==> src/rtl/instruction_fetch_unit.sv <==
// Fetch sequencer: owns the PC, reads the combinational instruction memory and
// buffers fetched words in a 2-entry FIFO that feeds decode over valid/ready.
module instruction_fetch_unit #(
    parameter logic [31:0] RESET_PC  = 32'h0000_0000,
    parameter int          MEM_WORDS = 128
) (
    input  logic        Clk,
    input  logic        Rst,
    output logic [31:0] Mem_Address,
    input  logic [31:0] Mem_Instruction,
    output logic        IF_Valid,
    input  logic        IF_Ready,
    output logic [31:0] IF_Instruction,
    output logic [31:0] IF_PC,
    input  logic        Redirect,
    input  logic [31:0] RedirectPC,
    output logic        Halted
);

    typedef enum logic {
        FETCH,
        HALT
    } state_t;

    localparam logic [31:0] MEM_LIMIT = 32'(MEM_WORDS);

    state_t      state;
    logic [31:0] pc;
    logic [31:0] fifo_instr [2];
    logic [31:0] fifo_pc    [2];
    logic        head;
    logic [1:0]  count;

    logic        in_range;
    logic        pop;
    logic        push;
    logic        tail;

    assign in_range = ({2'b00, pc[31:2]} < MEM_LIMIT);
    assign pop      = IF_Valid & IF_Ready;
    assign push     = (state == FETCH) & in_range & ((count < 2'd2) | pop) & ~Redirect;
    // With two slots the tail is the head when the FIFO is empty or full.
    assign tail     = head ^ count[0];

    assign Mem_Address    = {pc[31:2], 2'b00};
    assign IF_Valid       = (count != 2'd0);
    assign IF_Instruction = IF_Valid ? fifo_instr[head] : 32'h0;
    assign IF_PC          = IF_Valid ? fifo_pc[head]    : 32'h0;

    always_ff @(posedge Clk) begin
        if (Rst) begin
            pc     <= RESET_PC & ~32'h3;
            count  <= 2'd0;
            head   <= 1'b0;
            state  <= FETCH;
            Halted <= 1'b0;
        end else if (Redirect) begin
            // A pop in this cycle is simply swallowed by the flush.
            pc     <= RedirectPC & ~32'h3;
            count  <= 2'd0;
            head   <= 1'b0;
            state  <= FETCH;
            Halted <= 1'b0;
        end else begin
            if (push) begin
                fifo_instr[tail] <= Mem_Instruction;
                fifo_pc[tail]    <= {pc[31:2], 2'b00};
                pc               <= pc + 32'd4;
            end
            if (pop) begin
                head <= ~head;
            end
            case ({push, pop})
                2'b10:   count <= count + 2'd1;
                2'b01:   count <= count - 2'd1;
                default: count <= count;
            endcase
            if (state == FETCH && !in_range) begin
                state  <= HALT;
                Halted <= 1'b1;
            end
        end
    end

endmodule

==> config.mk <==
export PLATFORM = sky130hd
export DESIGN_NAME = instruction_fetch_unit
export DESIGN_NICKNAME = d
export VERILOG_FILES = /design/src/rtl/instruction_fetch_unit.sv
export SDC_FILE = /design/constraint.sdc
export NUM_CORES = 1
export LEC_CHECK = 0
export ABC_CLOCK_PERIOD_IN_PS = 10380
export BUFFER_PORTS_ARGS = -buffer_cell sky130_fd_sc_hd__buf_2
export CAP_MARGIN = 0
export CORE_ASPECT_RATIO = 0.5
export CORE_MARGIN = 2
export CORE_UTILIZATION = 41
export CTS_CLUSTER_SIZE = 12
export DETAILED_ROUTE_END_ITERATION = 6
export GPL_TIMING_DRIVEN = 1
export REMOVE_ABC_BUFFERS = 1
export SYNTH_ARGS = -nofsm -noshare
export SYNTH_HDL_FRONTEND = slang
export SYNTH_SLANG_ARGS = --single-unit
==> constraint.sdc <==
create_clock -name Clk -period 10.38 [get_ports Clk]
set_input_delay 0 -clock Clk [delete_from_list [all_inputs] [get_ports Clk]]
set_output_delay 0 -clock Clk [all_outputs]
set_load 0.05 [all_outputs]
==> results of run 1 <==
-- power groups by stage --
stage	clock [mW]	combinational (mW)	sequential [mW]
3_5_place_dp	0	0.0874	0.720
6_report	0.641	0.105	0.706
2_1_floorplan	0	0.0288	0.743
5_1_grt	0.683	0.113	0.708
3_3_place_gp	0	0.0862	0.719
4_1_cts	0.656	0.105	0.706
-- worst min-delay path by stage --
stage / end / slack, ns / depth (start not counted)
floorplan: pc[9]$_SDFFE_PP0P_ / 0.07 / 1
global placement: fifo_instr[0][26]$_DFFE_PP_ / 0.19 / 1
detailed placement: fifo_instr[1][26]$_DFFE_PP_ / 0.19 / 1
CTS: pc[6]$_SDFFE_PP0P_ / 0.01 / 4
global route: pc[6]$_SDFFE_PP0P_ / 0.04 / 4
finish: pc[6]$_SDFFE_PP0P_ / 0.04 / 4
-- per-stage QoR --
stage | setup slack (ns) | std cells | total power [mW] | hold WS [ns] | area [um2]
global placement | 7.958 | 773 | 0.8057 | 0.1891 | 7306
global route | 7.725 | 866 | 1.503 | 0.04247 | 8533
CTS | 7.897 | 866 | 1.468 | 0.01115 | 8533
floorplan | 2.049 | 409 | 0.7721 | 0.06907 | 6186
finish | 7.936 | 866 | 1.452 | 0.03668 | 8533
detailed placement | 7.911 | 773 | 0.8076 | 0.1918 | 7306
-- metal layers --
layer	vias to the layer above	track usage	part of all wire
li1	2033	-	-
met1	2010	0.2104	0.45
met2	110	0.2976	0.50
met3	13	0.04022	0.043
met4	0	0.04906	0.010
met5	-	0	0
-- cell type report --
class | instances | area [um2] | area share
flip-flops and latches | 159 | 4428 | 0.5189
multi-input cells | 246 | 1767 | 0.2070
well taps | 198 | 247.7 | 0.02903
clock buffers | 20 | 467.9 | 0.05484
clock inverters | 12 | 148.9 | 0.01745
repair buffers | 227 | 1459 | 0.1710
inverters | 4 | 15.01 | 0.001760
-- flip-flops by register name, indices dropped and copies added (netlist names), named ones only --
signal,count
state,1
fifo_instr,64
count,2
pc,30
fifo_pc,60
head,1
-- cell families (layout without fill, tap and decap cells) --
group | Yosys count | after routing | synth area share
flops | 159 | 159 | 0.7023
fa+ha+maj | 2 | 2 | 0.003972
mux | 85 | 85 | 0.1351
simple gates | 134 | 134 | 0.1090
other cells | 1 | 4 | 0.0005953
buf+inv | 30 | 263 | 0.02224
compound gates | 16 | 16 | 0.01986
xor+xnor | 5 | 5 | 0.006951
-- critical path: cells and delay by family (launching register included) --
kind	cells	cell delay (ns)
buffers and inverters	1	0.52
flip-flops	1	0.36
AND/OR/NAND/NOR	4	1.17
-- placed cells by master (no fill, tap or decap), types with 3 or more instances in the layout --
cell	synthesis	layout
buf_2	10	159
edfxtp_1	124	124
nor2_1	95	94
mux2i_1	85	85
dlygate4sd3_1	0	61
dfxtp_1	35	34
clkbuf_16	0	18
nor3_1	7	7
buf_4	4	7
nor4_4	6	6
nand2_1	6	6
a311oi_1	5	5
nand3_1	4	4
xnor2_1	4	4
conb_1	1	4
inv_1	3	3
nand4_1	3	3
o21ai_0	3	3
inv_8	0	3
-- what timing repair did --
action                                 in CTS  in global routing
hold buffers                               61                  0
endpoints found under the hold margin      93                  0
resized for setup                           0                  0
==> flow_metrics.env, run 1 <==
export IMPL_cp_max_fo=38
export IMPL_syn_inst=432
export IMPL_syn_area_per_cell_um2=14.58
export IMPL_crit_end="fifo_instr[1][9]$_DFFE_PP_"
export IMPL_rsz0062_at_grt="false"
export IMPL_cts_tree="built"
export IMPL_path_class="reg -> reg"
export IMPL_slowest_stage="buf_4"
export IMPL_clkSinkCount=159
export IMPL_swShare=0.2295
export IMPL_synthTopCellsByArea="edfxtp_1, mux2i_1, dfxtp_1"
export IMPL_clk_insertion_delay_late_ns=0.41
export IMPL_cts_buffers=17
export IMPL_pwr_share_seq=0.486
export IMPL_slowest_delay_ns=0.52
export IMPL_synthFlopType="edfxtp_1"
export IMPL_dr_pass1_iters=4
export IMPL_io_pins=166
export IMPL_clock_power_share=0.441
export IMPL_timing_rr_start="pc[25]$_SDFFE_PP0P_"
export IMPL_viasPerCell=4.811
export IMPL_area_growth_pct=35.45
export IMPL_p_comb_frac=0.072
export IMPL_cp_arrival_ns=2.49
export IMPL_gp_congestion=0.7271
export IMPL_fmax_mhz=409.1
export IMPL_crit_path_start="pc[25]$_SDFFE_PP0P_"
export IMPL_path_clk_slew_ns=0.06
export IMPL_synth_cell_types=38
export IMPL_track_usage=0.1701
export IMPL_post_dp_hpwl_um=8153
export IMPL_antenna_found_initial=0
export IMPL_drtIter0Drc=243
export IMPL_outcome="complete, no violations"
export IMPL_grt_pass1_wl_um=21270
export IMPL_reg2reg_depth=5
export IMPL_maxCapViolations=0
export IMPL_die_width_um=179.3
export IMPL_nFillCells=1224
export IMPL_vias=4166
export IMPL_setup_tns_ns=0
export IMPL_synth_seq_area_share=0.7023
export IMPL_ir_drop_uv=126.4
export IMPL_antenna_left=0
export IMPL_cts_buffer_depth=2
export IMPL_power_net_switching_mw=0.3331
export IMPL_intPower_mw=1.119
export IMPL_fin_skew_ns=0.01189
export IMPL_grt_max_degree=63
export IMPL_holdCritStartpoint="RedirectPC[6]"
export IMPL_power_leakage_nw=3.301
export IMPL_initial_core_util=0.4274
export IMPL_fin_util=0.5789
export IMPL_maxSlewHeadroom=0.4075
export IMPL_syn_area_um2=6300
export IMPL_synth_top_cell_by_area="edfxtp_1"
export IMPL_critPathRequiredTime_ns=10.42
export IMPL_grt_ovfl_total=0
export IMPL_yosysMostFrequentCell="edfxtp_1"
export IMPL_yosysWarnings=0
export IMPL_drc=0
export IMPL_rr_endpoint="fifo_instr[1][9]$_DFFE_PP_"
export IMPL_n_antenna_cell=0
export IMPL_setup_viol=0
export IMPL_synth_edff_count=124
export IMPL_hold_viol=0
export IMPL_die_area_um2=16430
export IMPL_final_nets=725
export IMPL_fin_crit_ns=2.444
export IMPL_worstHoldPathType="in -> reg"
export IMPL_cts_root_buf="clkbuf_16"
export IMPL_cp_start_kind="flip-flop"
export IMPL_drive_gt1_frac=0.3129
export IMPL_grt_pass1_vias=4220
export IMPL_worst_pin_slew_ns=0.8887
export IMPL_wl_per_cell_um=15.53
export IMPL_portBuffers=159
export IMPL_async_reset_ff_frac=0
export IMPL_path_cells="nor4_4 > and4_2 > nand2_1 > nor4_2 > buf_4"
export IMPL_rrSetupSlack_ns=7.94
export IMPL_die_h_um=91.65
export IMPL_post_cts_setup_buffers=0
export IMPL_drt_wl_total_um=13450
export IMPL_post_route_period_util=0.2355
export IMPL_synthTopCellsByCount="edfxtp_1, nor2_1, mux2i_1, dfxtp_1, clkbuf_1"
export IMPL_endpoint_kind="flip-flop"
export IMPL_core_area_um2=14740
export IMPL_slew_viol_final=0
export IMPL_h_tree_depth=4
export IMPL_ys_seq_elements=159
export IMPL_power_density_nw_per_um2=170.1
export IMPL_rows=31
export IMPL_synth_top_area_share=0.5911
No activity file was read; power rests on OpenSTA's default activity.
==> inputs of run 2 (changes only) <==
ABC_AREA = 1   (was unset)
ABC_CLOCK_PERIOD_IN_PS = 2500   (was 10380)
clock period = 2.5 ns   (was 10.38 ns; I/O delays follow)
==> run 2 against run 1 <==
Count of clock-buffer cells in the layout fell by 3. Fmax rose by 11%. Worst hold slack improved by 0.028 ns. Largest cell class unchanged. Critical path type unchanged. Combinational power rose to 4.2 times the previous value. Via count rose by 15%. Sequential share of layout area barely moved. First-iteration DRC count rose by 24%. Setup slack got worse by 7.6 ns.
==> flow_metrics.env, run 2 <==
export IMPL_drc=0
export IMPL_synth_cell_types=29
export IMPL_drive_gt1_frac=0.2656
export IMPL_cts_root_buf="clkbuf_16"
export IMPL_cp_arrival_ns=2.51
export IMPL_synthTopCellsByArea="edfxtp_1, dfxtp_1, nand2_1"
export IMPL_power_mw=5.793
export IMPL_track_usage=0.1914
export IMPL_final_common_cell="nand2_1"
export IMPL_drt_wl_total_um=15430
export IMPL_syn_area_per_cell_um2=11.02
export IMPL_yosysMostFrequentCell="nand2_1"
export IMPL_setup_tns_ns=0
export IMPL_grt_pass1_wl_um=23940
export IMPL_cp_max_fo=30
export IMPL_area_growth_pct=35.93
export IMPL_endpoint_kind="flip-flop"
export IMPL_fin_crit_ns=2.202
export IMPL_h_tree_depth=4
export IMPL_path_clk_slew_ns=0.06
export IMPL_viasPerCell=4.806
export IMPL_worstHoldPathType="in -> reg"
export IMPL_post_route_period_util=0.8810
export IMPL_ys_seq_elements=159
export IMPL_rows=31
export IMPL_post_dp_hpwl_um=9227
export IMPL_holdWs_ns=0.06503
export IMPL_power_density_nw_per_um2=679.6
export IMPL_synthTopCellsByCount="nand2_1, edfxtp_1, a21oi_1, nand3_1, dfxtp_1"
export IMPL_vias=4806
export IMPL_n_antenna_cell=0
export IMPL_gp_congestion=0.7470
export IMPL_portBuffers=159
export IMPL_synth_top_area_share=0.5938
export IMPL_fmax_mhz=454.0
export IMPL_rsz0062_at_grt="false"
export IMPL_grt_max_degree=64
export IMPL_wl_per_cell_um=15.43
export IMPL_fin_skew_ns=0.01097
export IMPL_final_nets=859
export IMPL_die_width_um=178.9
export IMPL_async_reset_ff_frac=0
export IMPL_maxCapViolations=0
export IMPL_outcome="complete, no violations"
export IMPL_timing_rr_start="pc[19]$_SDFFE_PP0P_"
export IMPL_antenna_found_initial=0
export IMPL_syn_area_um2=6271
export IMPL_synth_seq_area_share=0.7055
export IMPL_die_h_um=91.45
export IMPL_dr_pass1_iters=4
export IMPL_clkSinkCount=159
export IMPL_synth_top_cell_by_area="edfxtp_1"
export IMPL_grt_ovfl_total=0
export IMPL_hold_end="head$_SDFFE_PP0P_"
export IMPL_min_path_cells=4
export IMPL_cts_tree="built"
export IMPL_maxSlewHeadroom=0.4824
export IMPL_ir_drop_uv=486.3
export IMPL_setup_viol=0
export IMPL_holdCritStartpoint="IF_Ready"
export IMPL_rr_endpoint="pc[3]$_SDFFE_PP0P_"
export IMPL_synthFlopType="edfxtp_1"
export IMPL_final_cell_area_um2=8524
export IMPL_core_area_um2=14700
export IMPL_clk_insertion_delay_late_ns=0.41
export IMPL_drtIter0Drc=302
export IMPL_reg2reg_depth=10
export IMPL_io_pins=166
export IMPL_synth_edff_count=124
export IMPL_top_register="fifo_instr"
export IMPL_grt_pass1_vias=4797
export IMPL_cts_buffer_depth=2
export IMPL_rrSetupSlack_ns=0.30
export IMPL_cts_buffers=17
export IMPL_layout_common_cells="nand2_1, buf_2, edfxtp_1"
export IMPL_slew_viol_final=0
export IMPL_die_area_um2=16360
export IMPL_cp_start_kind="flip-flop"
export IMPL_hold_viol=0
export IMPL_yosysWarnings=0
export IMPL_worst_pin_slew_ns=0.7764
export IMPL_fin_util=0.5799
export IMPL_reg_top3="fifo_instr x64, fifo_pc x60, pc x30"
export IMPL_dpl_cell_area_um2=7331
export IMPL_largest_reg_flops=64
export IMPL_antenna_left=0
export IMPL_path_class="reg -> reg"
export IMPL_syn_inst=569
export IMPL_critPathRequiredTime_ns=2.80
export IMPL_initial_core_util=0.4266
export IMPL_nFillCells=1276
export IMPL_power_leakage_nw=3.511
==> run 2: worst max-delay path, cell delays in order, from the launching register on <==
cell and delay, ns:
dfxtp_1 0.35, nor2_1 0.15, nand2_1 0.12, nor2_4 0.16, nand4_4 0.12, buf_4 0.28
nand2_2 0.20, nand2_1 0.08, nand2_1 0.06, dlygate4sd3_1 0.54, nor2_1 0.04
==> run 2: stage by stage <==
step	setup slack, ns	instances
global route	0.1621	1000
CTS	0.3106	1000
floorplan	-2.010	536
detailed placement	0.4407	905
global placement	0.4963	905
finish	0.2976	1000
==> run 2: cells by family after synthesis <==
| logic type | Yosys count | synth area share |
|---|---|---|
| adder cells (fa/ha/maj) | 2 | 0.003990 |
| XOR/XNOR | 4 | 0.005588 |
| AND/OR/NAND/NOR | 252 | 0.1670 |
| AO/OA/AOI/OAI | 101 | 0.08101 |
| other | 1 | 0.0005980 |
| buffers and inverters | 49 | 0.03472 |
| flip-flops | 159 | 0.7055 |
| multiplexers | 1 | 0.001596 |
==> run 2: layout make-up <==
class | count | area (um2) | share of cell area
sequential | 159 | 4425 | 0.5192
multi-input combinational | 364 | 1660 | 0.1948
timing repair buffer | 234 | 1579 | 0.1852
clock buffer | 17 | 425.4 | 0.04990
tap | 198 | 247.7 | 0.02906
clock inverter | 15 | 137.6 | 0.01615
inverter | 13 | 48.80 | 0.005724
==> run 2: worst max-delay path by stage <==
stage,from,to,slack [ns],cells after the start
2_1_floorplan,pc[27]$_SDFFE_PP0P_,fifo_instr[0][0]$_DFFE_PP_,-2.01,7
3_3_place_gp,pc[19]$_SDFFE_PP0P_,fifo_instr[0][9]$_DFFE_PP_,0.50,8
3_5_place_dp,pc[19]$_SDFFE_PP0P_,fifo_instr[0][9]$_DFFE_PP_,0.44,8
4_1_cts,pc[19]$_SDFFE_PP0P_,pc[3]$_SDFFE_PP0P_,0.31,10
5_1_grt,pc[19]$_SDFFE_PP0P_,pc[3]$_SDFFE_PP0P_,0.16,10
6_report,pc[19]$_SDFFE_PP0P_,pc[3]$_SDFFE_PP0P_,0.30,10
==> run 2: metal layers <==
| metal | vias up | GRT usage | routed length [um] | share of wire |
|---|---|---|---|---|
| met5 | - | 0 | 0 | 0 |
| met4 | 0 | 0.06301 | 173 | 0.011 |
| met3 | 17 | 0.03853 | 638 | 0.041 |
| met2 | 110 | 0.3285 | 7693 | 0.50 |
| met1 | 2284 | 0.2422 | 6920 | 0.45 |
| li1 | 2395 | - | - | - |
==> run 2: timing repair <==
action / 4_1_cts / 5_1_grt
setup buffers: 0 / 0
hold buffers: 63 / 0
gates resized for setup: 0 / 0
endpoints found under the hold margin: 94 / 0
==> run 2: where the power goes <==
group / internal, mW / leakage [nW] / total (mW) / switching, mW
registers: 2.88 / 1.43 / 2.92 / 0.0376
logic: 0.168 / 1.82 / 0.442 / 0.273
clock network: 1.38 / 0.260 / 2.44 / 1.06
total: 4.43 / 3.51 / 5.79 / 1.37
